<file path="config.mk">
export PLATFORM = sky130hd
export DESIGN_NAME = rotate_buf_wr_ctrl
export DESIGN_NICKNAME = d
export VERILOG_FILES = /design/src/rtl/rotate_buf_pkg.sv /design/src/rtl/rotate_wr_addr_gen.sv /design/src/rtl/rotate_buf_wr_ctrl.sv
export SDC_FILE = /design/constraint.sdc
export NUM_CORES = 1
export LEC_CHECK = 0
export BUFFER_PORTS_ARGS = -buffer_cell sky130_fd_sc_hd__buf_4
export CAP_MARGIN = 30
export CORE_UTILIZATION = 38
export DETAILED_ROUTE_END_ITERATION = 16
export GPL_ROUTABILITY_DRIVEN = 0
export PLACE_DENSITY_LB_ADDON = 0.08
export RECOVER_POWER = 50
export SYNTH_ARGS = -nofsm -noshare
export SYNTH_HDL_FRONTEND = slang
export SYNTH_SLANG_ARGS = --single-unit
</file>
<file path="constraint.sdc">
create_clock -name clk -period 1.71 [get_ports clk]
set_input_delay 0 -clock clk [delete_from_list [all_inputs] [get_ports clk]]
set_output_delay 0 -clock clk [all_outputs]
set_load 0.05 [all_outputs]
</file>
<file path="src/rtl/rotate_buf_pkg.sv">
// Shared geometry and types for the 4096x16 / 256x256 rotate frame buffer.
package rotate_buf_pkg;

  localparam int unsigned DATA_W    = 16;
  localparam int unsigned TILE_W    = 128;
  localparam int unsigned TILE_H    = 16;
  localparam int unsigned COL_W     = $clog2(TILE_W);
  localparam int unsigned ROW_W     = $clog2(TILE_H);
  localparam int unsigned ADDR_W    = 1 + COL_W + ROW_W;
  localparam int unsigned RD_ADDR_W = 1 + COL_W;

  typedef enum logic {
    ROT_CW  = 1'b0,
    ROT_CCW = 1'b1
  } rot_dir_t;

endpackage

</file>
<file path="src/rtl/rotate_wr_addr_gen.sv">
// Transposed write-address mapping: one 256-bit read word holds one rotated output line.
module rotate_wr_addr_gen
  import rotate_buf_pkg::*;
(
  input  logic             bank,
  input  logic [ROW_W-1:0] row,
  input  logic [COL_W-1:0] col,
  input  rot_dir_t         dir,
  output logic [ADDR_W-1:0] addr_c
);

  logic [COL_W-1:0] col_a;
  logic [ROW_W-1:0] row_a;

  always_comb begin
    col_a = col;
    row_a = ROW_W'(TILE_H - 1) - row;
    if (dir == ROT_CCW) begin
      col_a = COL_W'(TILE_W - 1) - col;
      row_a = row;
    end
    addr_c = {bank, col_a, row_a};
  end

endmodule

</file>
<file path="src/rtl/rotate_buf_wr_ctrl.sv">
// Write-side ping-pong tiler for the rotate frame buffer.
// Optional counter-clockwise mapping via `ROTATE_CCW_EN (adds rot_ccw input).
module rotate_buf_wr_ctrl
  import rotate_buf_pkg::*;
(
  input  logic              clk,
  input  logic              rst_n,
  input  logic              pix_sof,
  input  logic              pix_vld,
  input  logic [DATA_W-1:0] pix_data,
`ifdef ROTATE_CCW_EN
  input  logic              rot_ccw,
`endif
  output logic              pix_rdy,
  output logic              buf_wr_en,
  output logic [ADDR_W-1:0] buf_wr_addr,
  output logic [DATA_W-1:0] buf_wr_data,
  output logic              tile_vld,
  output logic              tile_bank,
  input  logic              tile_done,
  input  logic              tile_done_bk,
  output logic [15:0]       tile_cnt
);

  logic             wr_bank, wr_bank_nxt;
  logic [ROW_W-1:0] row, row_nxt, row_eff;
  logic [COL_W-1:0] col, col_nxt, col_eff;
  logic [1:0]       bank_busy, busy_nxt;
  logic             beat, last;
  logic             done_d1, bank_d1;
  rot_dir_t         dir_eff;
  logic [ADDR_W-1:0] addr_c;

  // Counter advance, bank flags and reader handshake; sof restarts the tile in place.
  always_comb begin
    beat        = pix_vld & pix_rdy;
    row_eff     = pix_sof ? '0 : row;
    col_eff     = pix_sof ? '0 : col;
    last        = (row_eff == ROW_W'(TILE_H - 1)) && (col_eff == COL_W'(TILE_W - 1));
    row_nxt     = row;
    col_nxt     = col;
    wr_bank_nxt = wr_bank;
    busy_nxt    = bank_busy;
    if (tile_done) busy_nxt[tile_done_bk] = 1'b0;
    if (beat) begin
      if (last) begin
        row_nxt             = '0;
        col_nxt             = '0;
        wr_bank_nxt         = ~wr_bank;
        busy_nxt[wr_bank]   = 1'b1;
      end else if (col_eff == COL_W'(TILE_W - 1)) begin
        col_nxt = '0;
        row_nxt = row_eff + ROW_W'(1);
      end else begin
        col_nxt = col_eff + COL_W'(1);
        row_nxt = row_eff;
      end
    end
  end

`ifdef ROTATE_CCW_EN
  rot_dir_t tile_dir, tile_dir_nxt;

  // Direction is latched on the first pixel of a tile and held for the rest of it.
  always_comb begin
    dir_eff      = tile_dir;
    tile_dir_nxt = tile_dir;
    if (beat && (row_eff == '0) && (col_eff == '0)) begin
      dir_eff      = rot_ccw ? ROT_CCW : ROT_CW;
      tile_dir_nxt = dir_eff;
    end
  end

  always_ff @(posedge clk or negedge rst_n) begin
    if (!rst_n) tile_dir <= ROT_CW;
    else        tile_dir <= tile_dir_nxt;
  end
`else
  assign dir_eff = ROT_CW;
`endif

  rotate_wr_addr_gen u_addr_gen (
    .bank   (wr_bank),
    .row    (row_eff),
    .col    (col_eff),
    .dir    (dir_eff),
    .addr_c (addr_c)
  );

  always_ff @(posedge clk or negedge rst_n) begin
    if (!rst_n) begin
      wr_bank     <= 1'b0;
      row         <= '0;
      col         <= '0;
      bank_busy   <= 2'b00;
      pix_rdy     <= 1'b0;
      buf_wr_en   <= 1'b0;
      buf_wr_addr <= '0;
      buf_wr_data <= '0;
      done_d1     <= 1'b0;
      bank_d1     <= 1'b0;
      tile_vld    <= 1'b0;
      tile_bank   <= 1'b0;
      tile_cnt    <= 16'd0;
    end else begin
      wr_bank   <= wr_bank_nxt;
      row       <= row_nxt;
      col       <= col_nxt;
      bank_busy <= busy_nxt;
      pix_rdy   <= ~busy_nxt[wr_bank_nxt];
      buf_wr_en <= beat;
      if (beat) begin
        buf_wr_addr <= addr_c;
        buf_wr_data <= pix_data;
      end
      // Tile announcement trails the final write by one cycle.
      done_d1  <= beat & last;
      bank_d1  <= wr_bank;
      tile_vld <= done_d1;
      if (done_d1) begin
        tile_bank <= bank_d1;
        tile_cnt  <= tile_cnt + 16'd1;
      end
    end
  end

endmodule

</file>
# After elaboration in Yosys (flattened, before gate mapping)
# Cells that the tools add are included.
# word_totals
register_bits,64
# classes
n_addsub,4
n_lt_le_gt_ge,5
n_eq_ne,2
mux,17
bitwise_logic,7
reduce_logical,3
# op_table
op,n
$mux W7,3
$add A16 B1 Y16 const B,1
$mux W4,3
$add A7 B1 Y7 const B,1
$eq A7 B7 Y1 const B,1
$lt A1 B2 Y1 const B,3
$mux W1,6
$mux W2,3
$add A4 B1 Y4 const B,1
$eq A4 B4 Y1 const B,1
$sub A4 B4 Y4 const A,1
$logic_and A1 B1 Y1,3
$and A1 B1 Y1,2
$and A2 B2 Y2,1
$demux W1 S1,2
$ge A1 B1 Y1 const B,2
$not A1 Y1,2
$not A2 Y2,1
$or A2 B2 Y2,1

# Depth between registers and ports, before layout
# logic_depth
word_depth,13
depth_mapped,7
depth_no_buf,6

# Modules after synthesis
# From an unflattened synthesis, not the netlist that was laid out.
# unflattened
hier_cells,238
hier_area_um2,2889.0
# by_module_without_submodules
module,instances,cells_each,area_each_um2,seq_area_each_um2
rotate_buf_wr_ctrl,1,225,2773.9,1601.5
rotate_wr_addr_gen,1,13,115.1,0.0

# Least setup slack after synthesis
# Ideal clock, no wire load.
# synth_timing
path_kind,register -> register
startpoint,register col[0]
endpoint,register pix_rdy
setup_time_ps,66
t_arrival_ps,1822
t_required_ps,1644
slack_ps,-178
stages_incl_launch_ff,7
period_less_slack_ps,1888
cell_sequence,dfrtp_1 nor2b_1 ha_1 nand3_4 or4_4 a211o_1 nand3_2
# synth_via
elab_chain_cells,8
elab_cells_between_ends,10
cone_classes,eq/ne (1); mux (7); bitwise (1); reduce/logical (1)
# synth_rtl
element,line_no,text
"start, declared",rotate_buf_wr_ctrl.sv:27,"logic [COL_W-1:0] col, col_nxt, col_eff;"
"start signal, assigned",rotate_buf_wr_ctrl.sv:108,col <= col_nxt;
$mux W7 (*),rotate_buf_wr_ctrl.sv:38,col_eff = pix_sof ? '0 : col;
via addr_c[4],rotate_buf_wr_ctrl.sv:32,logic [ADDR_W-1:0] addr_c;
$eq A7 B7 Y1 (*),rotate_buf_wr_ctrl.sv:39,last = (row_eff == ROW_W'(TILE_H - 1)) && (col_eff == COL_W'(TILE_W - 1));
$logic_and A1 B1 Y1 (*),rotate_buf_wr_ctrl.sv:39,
$mux W2 or $mux W1 (tied branches),rotate_buf_wr_ctrl.sv:46,if (last) begin
$mux W2 or $mux W1 (tied branches),rotate_buf_wr_ctrl.sv:45,if (beat) begin
$mux W1 (not written as such) (*) (2 in series),rotate_buf_wr_ctrl.sv:110,pix_rdy <= ~busy_nxt[wr_bank_nxt];
$not A1 Y1 (*),rotate_buf_wr_ctrl.sv:110,
"end signal, assigned",rotate_buf_wr_ctrl.sv:110,
"end, declared",rotate_buf_wr_ctrl.sv:14,"output logic pix_rdy,"
# Mark *: on every way through the listed nets, which the timed path passes. The rest lies on a longest branch. The select of a mux whose other input is x is not followed.
# A chain may end at the register's enable or synchronous reset.

# Worst setup path after layout
# Same ends and word-level chain as after synthesis.

==> results.yml <==
layout:
  mostFrequentLayoutCell: "nand2_1"
  num-fill-cells: 637
  layout.nets: 408
  final_util: 0.565
  final_cell_mix: "85 x nand2_1, 65 x buf_4, 61 x dfrtp_1"
  diodes: 0
  drive_gt1_frac: 0.271
  area_delta_synth_final_pct: 41.9
detailed_routing:
  vias: 2269
  wirelength_um: 5970
  drt-wirelength-per-cell_um: 12.3
  wl_met1_um: 2850
  drt_iter0_drc: 88
  ant_nets: 0
  dr.pass1.iters: 4
  wl_met3_um: 256
  dr.max_layer_used: "met4"
  via_per_inst: 4.69
  wl_met2_um: 2800
  drc: 0
synthesis:
  avgSynthCellArea_um2: 9.90
  synth-main-ff-cell: "dfrtp_1"
  synth_edf_count: 0
  netlist_instances: 276
  synth_seq_area_share: 0.586
  ys_seq_elements: 64
  async_reset_ff_frac: 1.00
  synth.distinct_cells: 36
  synth_area_mm2: 0.00273
  yosysWarnings: 0
  synthesis.nets: 301
clocking:
  cts_buffer_depth: 2
  clock_latency_ps: 330
  cts_buffers: 9
  cts.reportedPaths.clkPinSlew_ps: 70
  cts_sinks: 64
  cts_max_level: 3
  cts-root-buf: "clkbuf_8"
  cts_tree: "built"
place:
  dp_hpwl_um: 3760
  io_buffers: 69
timing:
  tightest_slew_ps: 875
  drv_slew: 0
  maxSlewHeadroom: 0.417
  final.min_clock_period_ps: 1690
  setup_tns_ps: 0
  skew_ps: 6.32
  fmax_ghz: 0.592
  setup_violations: 0
  finalCritPeriodShare: 0.987
  rsz0062_at_grt: "yes"
  hold_viol_final: 0
worst_setup_path:
  r2r_cells: 6
  worst_ep_required_time_ps: 1980
  r2r-start: "col[0]$_DFFE_PN0P_"
  cp.arrival_ps: 1960
  path_delay_family: "simple AND/OR/NAND/NOR gates"
  reg2reg_to: "pix_rdy$_DFF_PN0_"
  crit_buf_inv: 0
  crit_path_start_kind: "flip-flop"
  setup.worst_path.end: "pix_rdy$_DFF_PN0_"
  cpPeakStageDelay_ps: 520
  cp-end-kind: "flip-flop"
  startpoint: "col[0]$_DFFE_PN0P_"
  path_class: "flip-flop to flip-flop"
  crit_fanout: 5
  path_depth: 6
  cpMaxStageDelayCell: "or4_4"
  path_cells: "nor2b_4, ha_4, nand3_4, or4_4, a211o_1, nand3_2"
  rrSetupSlack_ps: 20
floorplanning:
  dieWidth_um: 86.8
  row_count: 30
  start_util: 0.398
  core_mm2: 0.00687
  dieArea_mm2: 0.00753
  num_io_pins: 70
  die_y_um: 86.8
job:
  drv_cap: 0
power:
  power.density_mw_per_mm2: 877
  comb_power_share: 0.143
  internal_power_w: 0.00248
  power.clock.fraction: 0.381
  seqPwrFrac: 0.476
  max-vdd-ir-drop_mv: 0.416
  p_leak_nw: 1.89
  switching_share: 0.270
  power.switching_w: 0.000919
min_path:
  hold_path_class: "input pin to flip-flop"
  hold_start: "pix_sof"
global_routing:
  grt_antenna_before_repair: 0
  grtUsageTotal: 0.172
  grt-ovfl-total: 0
  grt_pass1_vias: 2176
  grt_max_degree: 51
  grt_pass1_wl_um: 10000
run_status:
  status: "complete, no violations"
kinds of logic after synthesis:
family                     Yosys count  synth area share
AOI/OAI and AO/OA                   35            0.0746
xor gates and xnor gates            16            0.0513
adders and majority gates            3            0.0137
buffers and inverters               15            0.0211
DFF                                 64             0.586
muxes                                4            0.0160
and+or+nand+nor                    139             0.237
worst min-delay path by stage:
stage,endpoint,depth (start not counted)
2_1_floorplan,bank_busy[0]$_DFF_PN0_,0
3_3_place_gp,tile_bank$_DFFE_PN0P_,1
3_5_place_dp,bank_d1$_DFF_PN0_,1
4_1_cts,col[6]$_DFFE_PN0P_,2
5_1_grt,col[6]$_DFFE_PN0P_,2
6_report,col[6]$_DFFE_PN0P_,2
flip-flops by register name, indices dropped and copies added, names as in the netlist:
register,cells
buf_wr_data,16
tile_cnt,16
buf_wr_addr,12
col,7
row,4
bank_busy,2
bank_d1,1
buf_wr_en,1
done_d1,1
pix_rdy,1
tile_bank,1
tile_vld,1
wr_bank,1
routing by layer:
metal | global-route usage | up-vias
met5 | 0 | -
met1 | 0.227 | 1065
li1 | - | 1144
met4 | 0.0833 | 0
met3 | 0.0400 | 7
met2 | 0.266 | 53
worst reg2reg max path: stages (launching register included):
cell	delay [ps]
dfrtp_1	360
nor2b_4	190
ha_4	170
nand3_4	80
or4_4	520
a211o_1	260
nand3_2	80
power groups by stage:
stage	logic [W]	clock network, W	registers, W
3_3_place_gp	0.000487	0	0.00165
3_5_place_dp	0.000489	0	0.00165
2_1_floorplan	0.000110	0	0.00182
6_report	0.000485	0.00130	0.00162
4_1_cts	0.000522	0.00134	0.00162
5_1_grt	0.000529	0.00140	0.00163
area by class of cell:
class | count | area [um^2] | share of cell area
sequential | 64 | 1610 | 0.414
multi-input combinational | 197 | 1150 | 0.297
timing repair buffer | 107 | 786 | 0.203
clock buffer | 13 | 159 | 0.0410
tap | 96 | 120 | 0.0310
clock inverter | 3 | 40.0 | 0.0103
inverter | 4 | 15.0 | 0.00387
cell usage after synthesis (all sizes together), types with 4 or more instances:
library cell,instances,share of area
xor2,9,0.029
nand3,8,0.021
a31oi,4,0.0092
nand2,85,0.12
o21ai,17,0.031
clkbuf,9,0.012
nor2b,5,0.011
xnor2,7,0.022
nor4,5,0.011
a21oi,7,0.013
inv,4,0.0055
nand4,7,0.016
nor2,14,0.019
dfrtp,64,0.59
what timing repair did:
item / 4_1_cts / 5_1_grt
hold buffers: 19 / 0
pin swaps: 6 / 2
buffers inserted: 3 / 2
gates resized for setup: 4 / 7
setup endpoints to repair: 1 / 8
hold endpoints to repair: 53 / 0
metrics by stage:
step                area (um^2)  hold slack (ps)  setup WS (ps)  std cells  total power [W]
floorplan                  2760             -296          0.445        276          0.00193
global placement           3490            -1.07           5.82        444          0.00213
detailed placement         3490           -0.124          -32.1        444          0.00214
CTS                        3910             38.0          -7.33        482          0.00349
global route               3880             69.8          -67.2        484          0.00356
finish                     3880             67.9           21.4        484          0.00340
(Power assumes the default switching activity.)
